## src/rtl/mnist_pkg.sv

```systemverilog
// Shared encodings and helpers for the MNIST frame controller.
// Latency: none (package). Backpressure: none (package).
package mnist_pkg;

    localparam logic [1:0] ST_IDLE = 2'd0;
    localparam logic [1:0] ST_LOAD = 2'd1;
    localparam logic [1:0] ST_WAIT = 2'd2;
    localparam logic [1:0] ST_DONE = 2'd3;

    localparam int ERR_LEN = 0;
    localparam int ERR_TMO = 1;

    typedef enum logic [1:0] {
        S_IDLE = ST_IDLE,
        S_LOAD = ST_LOAD,
        S_WAIT = ST_WAIT,
        S_DONE = ST_DONE
    } state_t;

    function automatic int clog2(input int value);
        int r;
        int x;
        r = 0;
        x = value - 1;
        while (x > 0) begin
            r = r + 1;
            x = x >> 1;
        end
        return r;
    endfunction

endpackage

```

## src/rtl/mnist_argmax_acc.sv

```systemverilog
// Running signed argmax over a logit stream; ties keep the lower index.
// Latency: registered state updates 1 cycle after strobe; nxt_* give the post-strobe view combinationally.
// Backpressure: none, every strobe is consumed.
module mnist_argmax_acc
    import mnist_pkg::*;
#(
    parameter int LOGIT_W = 32,
    parameter int CLS_W   = 4,
    parameter int NC_W    = 4
) (
    input  logic                      clk,
    input  logic                      rst_n,
    input  logic                      clear,
    input  logic                      strobe,
    input  logic signed [LOGIT_W-1:0] data,
    output logic        [CLS_W-1:0]   idx,
    output logic signed [LOGIT_W-1:0] max_logit,
    output logic        [NC_W-1:0]    count,
    output logic        [CLS_W-1:0]   nxt_idx,
    output logic signed [LOGIT_W-1:0] nxt_max
);

    logic take;

    // The first logit of a frame seeds the max regardless of its value.
    always_comb begin
        take    = (count == '0) | (data > max_logit);
        nxt_idx = take ? CLS_W'(count) : idx;
        nxt_max = take ? data : max_logit;
    end

    always_ff @(posedge clk or negedge rst_n) begin
        if (!rst_n) begin
            idx       <= '0;
            max_logit <= '0;
            count     <= '0;
        end else if (clear) begin
            idx       <= '0;
            max_logit <= '0;
            count     <= '0;
        end else if (strobe) begin
            idx       <= nxt_idx;
            max_logit <= nxt_max;
            count     <= count + 1'b1;
        end
    end

endmodule

```

## src/rtl/mnist_frame_ctrl.sv

```systemverilog
// Frame controller: pixel stream to core, logits to argmax result with length/timeout status.
// Latency: pixel to core_valid 1 cycle; final logit to m_valid 1 cycle.
// Backpressure: s_ready low outside IDLE/LOAD; result held until m_ready.
module mnist_frame_ctrl
    import mnist_pkg::*;
#(
    parameter int IMG_W       = 28,
    parameter int IMG_H       = 28,
    parameter int PIX_W       = 8,
    parameter int NUM_CLASSES = 10,
    parameter int LOGIT_W     = 32,
    parameter int TIMEOUT     = 65535,
    localparam int CLS_W      = (clog2(NUM_CLASSES) > 1) ? clog2(NUM_CLASSES) : 1
) (
    input  logic                      clk,
    input  logic                      rst_n,
    input  logic                      s_valid,
    output logic                      s_ready,
    input  logic        [PIX_W-1:0]   s_data,
    input  logic                      s_last,
    output logic                      core_valid,
    output logic        [PIX_W-1:0]   core_pixel,
    input  logic                      core_res_valid,
    input  logic signed [LOGIT_W-1:0] core_res_data,
    output logic                      m_valid,
    input  logic                      m_ready,
    output logic        [CLS_W-1:0]   m_class,
    output logic        [LOGIT_W-1:0] m_score,
    output logic        [1:0]         m_err,
    output logic        [15:0]        frame_cnt,
    output logic                      busy
);

    localparam int N     = IMG_W * IMG_H;
    localparam int CNT_W = clog2(N + 1);
    localparam int NC_W  = clog2(NUM_CLASSES + 1);
    localparam int WD_W  = (TIMEOUT > 0) ? clog2(TIMEOUT + 1) : 1;
    localparam logic [CNT_W-1:0] PIX_LAST = CNT_W'(N - 1);
    localparam logic [NC_W-1:0]  CLS_LAST = NC_W'(NUM_CLASSES - 1);
    localparam logic [WD_W-1:0]  WD_LAST  = WD_W'((TIMEOUT > 0) ? TIMEOUT - 1 : 0);

    state_t                      state;
    logic        [CNT_W-1:0]     pix_cnt;
    logic        [WD_W-1:0]      wd_cnt;
    logic                        len_err;
    logic                        accept, frame_end, in_wait, acc_strobe, last_logit, wd_expire;
    logic        [1:0]           err_now;
    logic        [CLS_W-1:0]     acc_idx, nxt_idx;
    logic signed [LOGIT_W-1:0]   acc_max, nxt_max;
    logic        [NC_W-1:0]      acc_count;

    always_comb begin
        accept     = s_valid & s_ready;
        frame_end  = accept & (s_last | (pix_cnt == PIX_LAST));
        in_wait    = (state == S_WAIT);
        acc_strobe = in_wait & core_res_valid;
        last_logit = acc_strobe & (acc_count == CLS_LAST);
        // Idle cycle that would bring the watchdog up to TIMEOUT ends the wait.
        wd_expire  = (TIMEOUT > 0) & in_wait & ~core_res_valid & (wd_cnt == WD_LAST);
        err_now          = '0;
        err_now[ERR_LEN] = len_err;
        err_now[ERR_TMO] = wd_expire;
    end

    mnist_argmax_acc #(
        .LOGIT_W (LOGIT_W),
        .CLS_W   (CLS_W),
        .NC_W    (NC_W)
    ) u_acc (
        .clk       (clk),
        .rst_n     (rst_n),
        .clear     (~in_wait),
        .strobe    (acc_strobe),
        .data      (core_res_data),
        .idx       (acc_idx),
        .max_logit (acc_max),
        .count     (acc_count),
        .nxt_idx   (nxt_idx),
        .nxt_max   (nxt_max)
    );

    always_ff @(posedge clk or negedge rst_n) begin
        if (!rst_n) begin
            state      <= S_IDLE;
            s_ready    <= 1'b0;
            core_valid <= 1'b0;
            core_pixel <= '0;
            m_valid    <= 1'b0;
            m_class    <= '0;
            m_score    <= '0;
            m_err      <= '0;
            frame_cnt  <= '0;
            busy       <= 1'b0;
            pix_cnt    <= '0;
            wd_cnt     <= '0;
            len_err    <= 1'b0;
        end else begin
            core_valid <= accept;
            if (accept) core_pixel <= s_data;
            case (state)
                S_IDLE, S_LOAD: begin
                    s_ready <= ~frame_end;
                    if (accept) begin
                        busy <= 1'b1;
                        if (frame_end) begin
                            state   <= S_WAIT;
                            pix_cnt <= '0;
                            wd_cnt  <= '0;
                            len_err <= s_last ^ (pix_cnt == PIX_LAST);
                        end else begin
                            state   <= S_LOAD;
                            pix_cnt <= pix_cnt + 1'b1;
                        end
                    end
                end
                S_WAIT: begin
                    if (acc_strobe) wd_cnt <= '0;
                    else if (TIMEOUT > 0) wd_cnt <= wd_cnt + 1'b1;
                    if (last_logit | wd_expire) begin
                        state   <= S_DONE;
                        m_valid <= 1'b1;
                        m_class <= last_logit ? nxt_idx : acc_idx;
                        m_score <= last_logit ? nxt_max : acc_max;
                        m_err   <= err_now;
                    end
                end
                S_DONE: begin
                    if (m_ready) begin
                        m_valid   <= 1'b0;
                        frame_cnt <= frame_cnt + 1'b1;
                        state     <= S_IDLE;
                        s_ready   <= 1'b1;
                        busy      <= 1'b0;
                    end
                end
                default: state <= S_IDLE;
            endcase
        end
    end

endmodule

```

## config.mk

```make
export PLATFORM = sky130hd
export DESIGN_NAME = mnist_frame_ctrl
export DESIGN_NICKNAME = d
export VERILOG_FILES = /design/src/rtl/mnist_pkg.sv /design/src/rtl/mnist_argmax_acc.sv /design/src/rtl/mnist_frame_ctrl.sv
export SDC_FILE = /design/constraint.sdc
export NUM_CORES = 1
export LEC_CHECK = 0
export CAP_MARGIN = 5
export CELL_PAD_IN_SITES_DETAIL_PLACEMENT = 1
export CELL_PAD_IN_SITES_GLOBAL_PLACEMENT = 2
export CORE_ASPECT_RATIO = 0.8
export CORE_MARGIN = 10
export CORE_UTILIZATION = 31
export DETAILED_ROUTE_END_ITERATION = 7
export PLACE_DENSITY = 0.79
export SLEW_MARGIN = 20
export SYNTH_ARGS = -nofsm -noshare
export SYNTH_HDL_FRONTEND = slang
export SYNTH_SLANG_ARGS = --single-unit
```

## constraint.sdc

```tcl
create_clock -name clk -period 2.5 [get_ports clk]
set_input_delay 0.75 -clock clk [delete_from_list [all_inputs] [get_ports clk]]
set_output_delay 0.75 -clock clk [all_outputs]
set_load 0.01 [all_outputs]
```

# Word-level counts from Yosys, hierarchy flattened
# Cells that the tools add are included.
# totals
ff_bits	135
latchBits	0
mem_bits_rw	0
mem_bits_ro	0
input_bits	46
out_inout_bits	66
wordCells	86
mem_count	0
# classes
addsub	4
n_mul	0
n_div	0
magnitude_cmp	1
eq_ne	11
shift	0
n_mux	27
bitwise_logic	12
reduce_logical	15
# op_table
operator	n
$mux W32	4
$mux W16	3
$add A16 B1 Y16 const B	2
$gt A32 B32 Y1	1
$pmux W16 S2	1
$mux W4	6
$eq A16 B16 Y1 const B	1
$reduce_and A3 Y1	5
$add A10 B1 Y10 const B	1
$eq A10 B10 Y1 const B	1
$mux W10	1
$mux W2	4
$reduce_and A2 Y1	4
$and A1 B1 Y1	6
$ne A2 B2 Y1 const B	3
$pmux W1 S2	3
$pmux W2 S3	1
$reduce_bool A2 Y1	3
$add A4 B1 Y4 const B	1
$eq A2 B2 Y1 const B	2
$eq A4 B4 Y1 const B	1
$logic_not A4 Y1	1
$mux W1	4
$ne A2 B1 Y1 const B	2
6 further kinds	9

# Longest topological paths before layout
# Gate-level depths: netlist (run 1).
# depth
ltp_word	6
ltp_mapped	11
mapped_depth_nobuf	10

# By module
# From an unflattened synthesis (run 1), not the netlist that was laid out.
# unflattened
cells_unflattened	809
hier_area_um2	7561.0
# modules_own_cells
mod	instances	cells_each	area_per_inst_um2	seq_area_each_um2
mnist_frame_ctrl	1	472	4590.7	2377.3
mnist_argmax_acc	1	337	2970.3	1001.0

# Least setup slack after synthesis (run 1)
# No wires, ideal clock.
# synth_timing
kind	input -> register
startpoint	input core_res_data[31]
endpoint	register m_class[3]
setup_time_ns	0.124
arrival_time_ns	2.617
required_time_ns	2.376
slack_ns	-0.240
stages	8
n_path_buf	1
path_cell_list	ha_1 > and4_4 > and2_4 > a221oi_4 > nand3_2 > o211a_4 > buf_6 > o31a_1
# synth_between
elab_chain_len	4
# synth_rtl
element	line_no	source
start: declaration	mnist_frame_ctrl.sv:24	input logic signed [LOGIT_W-1:0] core_res_data,
$gt A32 B32 Y1	mnist_argmax_acc.sv:27	take = (count == '0) | (data > max_logit);
$or A1 B1 Y1	mnist_argmax_acc.sv:27	
$mux W4	mnist_argmax_acc.sv:28	nxt_idx = take ? CLS_W'(count) : idx;
$mux W4	mnist_frame_ctrl.sv:122	m_class <= last_logit ? nxt_idx : acc_idx;
end signal: assignment	mnist_frame_ctrl.sv:122	
end: declaration	mnist_frame_ctrl.sv:27	output logic [CLS_W-1:0] m_class,
# Every way passes these cells.
# A chain may end at the register's enable or synchronous reset.

# Worst setup path in the final report (run 1)
# layout_timing
startpoint	input core_res_data[15]
endpoint	register m_class[3]
# Same word-level chain as after synthesis.

==> results of run 1 <==
## flip-flops by register name, summed over array words and instances (netlist names), 2 cells and up
register and count:
m_err 2, m_class 4, u_acc.max_logit 32, u_acc.idx 4
state 2, m_score 32, u_acc.count 4, frame_cnt 16
pix_cnt 10, core_pixel 8, wd_cnt 16
## metal layers
| layer | global-route usage, % | up-vias | wire, um |
|---|---|---|---|
| met5 | 0 | - | 0 |
| met4 | 5.20 | 0 | 314 |
| met3 | 3.55 | 20 | 1150 |
| met2 | 25.5 | 145 | 12200 |
| met1 | 21.9 | 3368 | 12200 |
| li1 | - | 3073 | - |
## cell families (layout without fill, tap and decap cells)
kind of cell	after synthesis	in the layout	share of synthesized area (%)
buffers and inverters	83	331	5.31
adders and majority gates	40	40	6.72
muxes	45	45	6.20
and+or+nand+nor	271	271	16.4
AOI/OAI and AO/OA	123	123	16.3
DFF	135	135	45.3
other	0	1	0
xor gates and xnor gates	32	32	3.76
## area by class of cell
| type | instances | area [um2] |
|---|---|---|
| well taps | 312 | 390 |
| fillers | 2552 | 12100 |
| flip-flops and latches | 135 | 3380 |
| diodes | 1 | 2.50 |
| clock buffers | 17 | 425 |
| clock inverters | 15 | 166 |
| inverters | 39 | 146 |
| repair buffers | 260 | 2520 |
| multi-input cells | 511 | 4410 |
## stage by stage
step / instance area (um2) / TNS (ns) / cells / hold slack, ns / utilization, %
3_5_place_dp: 9810 / -59.76 / 1209 / 0.464 / 41.7
4_1_cts: 11000 / -6.34 / 1279 / 0.277 / 46.7
3_3_place_gp: 9810 / -55.77 / 1209 / 0.458 / 41.7
2_1_floorplan: 7680 / -4.98 / 729 / 0.442 / -
6_report: 11400 / -12.01 / 1290 / 0.270 / 48.6
5_1_grt: 11400 / -18.36 / 1289 / 0.293 / 48.6
## cells in the mapped netlist, drive strengths merged, types with 4 or more instances
cell type / count
xnor2: 18
mux2: 9
nand2b: 8
o31ai: 4
o311ai: 31
xor2: 14
nand3: 28
nor2: 30
nand2: 160
inv: 39
nor2b: 6
dfrtp: 135
o21ai: 17
buf: 15
and4: 5
o211ai: 7
a21oi: 15
ha: 40
mux2i: 36
nand4: 11
o2111ai: 34
and3: 9
clkbuf: 29
## how the worst max path moves through the flow
stage | from | cells after the start | to
after floorplan | core_res_data[6] | 8 | m_score[19]
after global placement | core_res_data[13] | 10 | m_score[19]
after detailed placement | core_res_data[7] | 9 | m_score[4]
after CTS | pix_cnt[1] | 11 | wd_cnt[13]
after global routing | pix_cnt[1] | 11 | wd_cnt[13]
final | core_res_data[15] | 10 | m_class[3]
## critical path, delay by kind of cell
family	cells	cell delay (ns)
fa+ha+maj	1	0.27
buf+inv	4	0.62
compound gates	3	0.70
simple gates	2	0.68
## what timing repair did
item / 4_1_cts / 5_1_grt
buffers inserted: 36 / 21
resized for setup: 126 / 62
setup endpoints to repair: 86 / 90
pin swaps: 35 / 21
hold buffers: 0 / 0
gates cloned: 3 / 3
## power groups by stage
stage | sequential (mW) | clock (mW) | combinational, mW
after CTS | 2.74 | 2.62 | 3.00
after floorplan | 2.77 | 0 | 1.50
after detailed placement | 2.77 | 0 | 2.65
after global routing | 2.80 | 2.72 | 3.50
final | 2.75 | 2.57 | 3.20
after global placement | 2.76 | 0 | 2.57
==> results.py, run 1 <==
metrics = {
    "run_status": {
        "status": "finished with violations",
        "violations": "setup timing",
    },
    "grt": {
        "grt_pass1_wl_um": 40300,
        "gr-usage-all-layers_pct": 16.3,
        "grt_max_degree": 73,
        "antenna_found_initial": 0,
        "gr-total-overflow": 0,
        "grt_pass1_vias": 7067,
    },
    "yosys": {
        "synth_ff_type": "dfrtp_1",
        "yosys.area.top_type_share_pct": 45.3,
        "async_reset_ff_share_pct": 100,
        "synthCells": 729,
        "ys.warnings.count": 0,
        "synth_edf_count": 0,
        "ys_ff_latch": 135,
        "synth.area.top_cells": "dfrtp_1, nand2_1, o311ai_2",
        "yosysSeqAreaShare_pct": 45.3,
        "synth_cell_types": 51,
        "synth_area_um2": 7450,
        "synth_top_area_cell": "dfrtp_1",
        "synth_area_per_cell_um2": 10.2,
        "syn-num-nets": 815,
    },
    "pwr": {
        "pwr-share-comb_pct": 37.5,
        "swShare_pct": 36.3,
        "power_switching_mw": 3.09,
        "intPower_mw": 5.42,
        "fin_total_pwr_mw": 8.52,
        "p_seq_share_pct": 32.3,
        "power.leakage_nw": 4.84,
        "irDropWorstVdd_v": 0.000458,
        "powerDensity_nw_per_um2": 744,
        "p_clk_share_pct": 30.2,
    },
    "timing": {
        "fin_crit_sh_pct": 109,
        "post-route-min-period_ns": 2.73,
        "setup_viol": 80,
        "fmaxAchievable_mhz": 367,
        "rsz0062_at_grt": "yes",
        "fin_ws_ns": -0.227,
        "finalHoldViolCount": 0,
        "worst_slew_pin_slew_ns": 0.747,
        "slew_violations": 0,
        "relSlewSlack_pct": 50.2,
        "fin_skew_ns": 0.0133,
    },
    "worst_setup_path": {
        "r2r_slack_ns": -0.19,
        "r2r-start": "u_acc.max_logit[14]",
        "worstSetupStartpointType": "input port",
        "worst_ep_arrival_time_ns": 3.04,
        "crit_required_ns": 2.81,
        "crit_path_top_delay_cell": "or4_4",
        "end_kind": "flip-flop",
        "crit_chain": "buf_2, ha_4, nand4_1, buf_4, or4_4, o22a_4, buf_6, o211a_4, buf_12, o31a_1",
        "slowest_delay_ns": 0.51,
        "path_max_fanout": 8,
        "criticalPathCategory": "input port to flip-flop",
        "reg2reg_depth": 10,
        "reg2reg_to": "m_class[3]",
    },
    "floorplan": {
        "die-area_um2": 30700,
        "core_um2": 23500,
        "rows": 50,
        "io_pins": 112,
        "die_y_um": 159,
        "start_util_pct": 31.7,
        "fp.dieW_um": 193,
    },
    "clock_tree": {
        "clock_latency_ns": 0.43,
        "root_buffer": "clkbuf_16",
        "cts.sinks": 135,
        "htree_levels": 4,
        "cts_inserted_buffers": 17,
        "cts_buffer_depth": 2,
        "path_clk_slew_ns": 0.06,
        "cts_tree": "done",
    },
    "drt": {
        "ant_nets": 0,
        "drt_iter0_markers": 364,
        "drc": 0,
        "viasPerCell": 5.12,
        "wl_per_cell_um": 20.1,
        "vias": 6606,
        "drtPass1Iterations": 5,
        "drt-total-wl_um": 25900,
    },
    "min_path": {
        "hold_path_class": "input port to async pin",
    },
    "placement": {
        "dp_hpwl_um": 16900,
        "place.gp.congestion": 0.808,
        "place_ws_ns": -0.814,
        "port_buffers": 111,
    },
    "final_layout": {
        "final_cell_mix": "nand2_1, dfrtp_1, buf_4, clkdlybuf4s50_1",
        "layout.nets": 1050,
        "final_common_cell": "nand2_1",
        "syn_to_final_growth_pct": 53.6,
        "drive_gt1_share_pct": 31.2,
    },
    "flow_run": {
        "cap_violations": 0,
    },
}
(Power assumes the default switching activity.)
==> run 2, diff against run 1 <==
Settings changed: MAX_ROUTING_LAYER set to met4.
==> results.py, run 2 (synthesis gave the netlist of run 1 again) <==
metrics = {
    "run_status": {
        "status": "finished with violations",
        "violations": "setup timing",
    },
    "pwr": {
        "power.leakage_nw": 4.84,
        "powerDensity_nw_per_um2": 744,
        "irDropWorstVdd_v": 0.000456,
    },
    "placement": {
        "place.gp.congestion": 0.819,
        "port_buffers": 111,
        "dp_hpwl_um": 16900,
        "place_ws_ns": -0.814,
    },
    "drt": {
        "vias": 6585,
        "drc": 0,
        "viasPerCell": 5.10,
        "drt_iter0_markers": 392,
        "drtPass1Iterations": 4,
        "drt-total-wl_um": 25900,
        "ant_nets": 0,
        "wl_per_cell_um": 20.1,
    },
    "timing": {
        "setup_viol": 78,
        "post-route-min-period_ns": 2.73,
        "finalHoldViolCount": 0,
        "relSlewSlack_pct": 50.5,
        "rsz0062_at_grt": "yes",
        "slew_violations": 0,
        "fin_skew_ns": 0.0128,
        "totalNegativeSetupSlack_ns": -12.07,
        "worst_slew_pin_slew_ns": 0.743,
        "fmaxAchievable_mhz": 366,
        "fin_crit_sh_pct": 109,
        "fin_ws_ns": -0.233,
    },
    "clock_tree": {
        "cts_inserted_buffers": 17,
        "postCtsHoldBufs": 0,
        "path_clk_slew_ns": 0.06,
        "root_buffer": "clkbuf_16",
        "clock_latency_ns": 0.43,
        "htree_levels": 4,
        "cts_buffer_depth": 2,
        "cts.sinks": 135,
        "cts_tree": "done",
    },
    "min_path": {
        "hold_path_class": "input port to async pin",
    },
    "worst_setup_path": {
        "path_max_fanout": 8,
        "crit_path_top_delay_cell": "or4_4",
        "slowest_delay_ns": 0.51,
        "crit_chain": "buf_2, ha_4, nand4_1, buf_4, or4_4, o22a_4, buf_6, o211a_4, buf_12, o31a_1",
        "criticalPathCategory": "input port to flip-flop",
        "r2r_slack_ns": -0.20,
        "crit_required_ns": 2.81,
        "worst_ep_arrival_time_ns": 3.04,
        "worstSetupStartpointType": "input port",
        "end_kind": "flip-flop",
    },
    "final_layout": {
        "multiInputGateArea_um2": 4420,
        "fillerInstances": 2552,
        "biggestRegsByFlops": "m_score (32), u_acc.max_logit (32)",
        "drive_gt1_share_pct": 31.4,
        "layout.nets": 1050,
        "final_common_cell": "nand2_1",
        "final_cell_mix": "nand2_1, dfrtp_1, buf_4, clkdlybuf4s50_1",
        "regArea_um2": 3380,
        "syn_to_final_growth_pct": 53.7,
    },
    "floorplan": {
        "io_pins": 112,
        "start_util_pct": 31.7,
        "die_y_um": 159,
        "rows": 50,
        "die-area_um2": 30700,
        "fp.dieW_um": 193,
        "core_um2": 23500,
    },
    "grt": {
        "top_usage_layer": "met2",
        "grt_util_met1_pct": 22.3,
        "antenna_found_initial": 0,
        "gr-usage-all-layers_pct": 16.7,
        "gr-usage-met3_pct": 2.92,
        "grt_max_degree": 73,
        "grt_pass1_wl_um": 40300,
        "gr-total-overflow": 0,
        "met2_usage_pct": 25.4,
        "grt_pass1_vias": 7062,
    },
    "flow_run": {
        "cap_violations": 0,
    },
}
==> run 2: power by group <==
| part | total (mW) | switching (mW) | internal (mW) |
|---|---|---|---|
| logic | 3.20 | 1.76 | 1.44 |
| clock network | 2.57 | 1.08 | 1.49 |
| registers | 2.75 | 0.253 | 2.50 |
==> run 2: final cells by class <==
class,count,area share [%]
Inverter,39,1.28
Timing Repair Buffer,260,22.1
Clock buffer,17,3.72
Tap cell,312,3.41
Sequential cell,135,29.5
Clock inverter,15,1.45
Multi-Input combinational cell,511,38.6
Antenna cell,1,0.0219
==> run 2: per-layer routing <==
layer | share of wire (%) | vias up
met5 | 0 | -
met4 | 1.3 | 0
met3 | 3.5 | 23
met2 | 47 | 130
met1 | 48 | 3359
li1 | - | 3073
==> run 2: worst max-delay path: cells and delay by family <==
| family | cells | cell delay (ns) |
|---|---|---|
| buffers and inverters | 4 | 0.63 |
| and+or+nand+nor | 2 | 0.68 |
| AOI/OAI and AO/OA | 3 | 0.70 |
| adders and majority gates | 1 | 0.27 |
==> run 2: per-stage QoR <==
| stage | instance area [um2] | utilization, % | hold WS (ns) | std cells | power [mW] |
|---|---|---|---|---|---|
| finish | 11400 | 48.7 | 0.276 | 1290 | 8.51 |
| detailed placement | 9810 | 41.7 | 0.464 | 1209 | 5.42 |
| CTS | 11000 | 46.7 | 0.277 | 1279 | 8.36 |
| global placement | 9810 | 41.7 | 0.458 | 1209 | 5.33 |
| floorplan | 7680 | - | 0.442 | 729 | 4.27 |
| global route | 11400 | 48.7 | 0.300 | 1289 | 9.02 |
==> run 2: repair_timing <==
action / in CTS / in global routing
gates resized for setup: 126 / 64
setup endpoints to repair: 86 / 90
cloned: 3 / 3
pin swaps: 35 / 21
setup buffers: 36 / 21
==> run 2: path summary, 6_finish.rpt <==
check | from | to | cells after the start
setup / recovery | core_res_data[15] | m_class[3] | 10
hold / removal | rst_n | wd_cnt[13] | 1
setup reg to reg | u_acc.max_logit[14] | m_class[3] | 10
hold reg to reg | m_err[0] | m_err[0] | 2
max in group asynchronous | rst_n | frame_cnt[8] | 2
min in group clk | m_err[0] | m_err[0] | 2
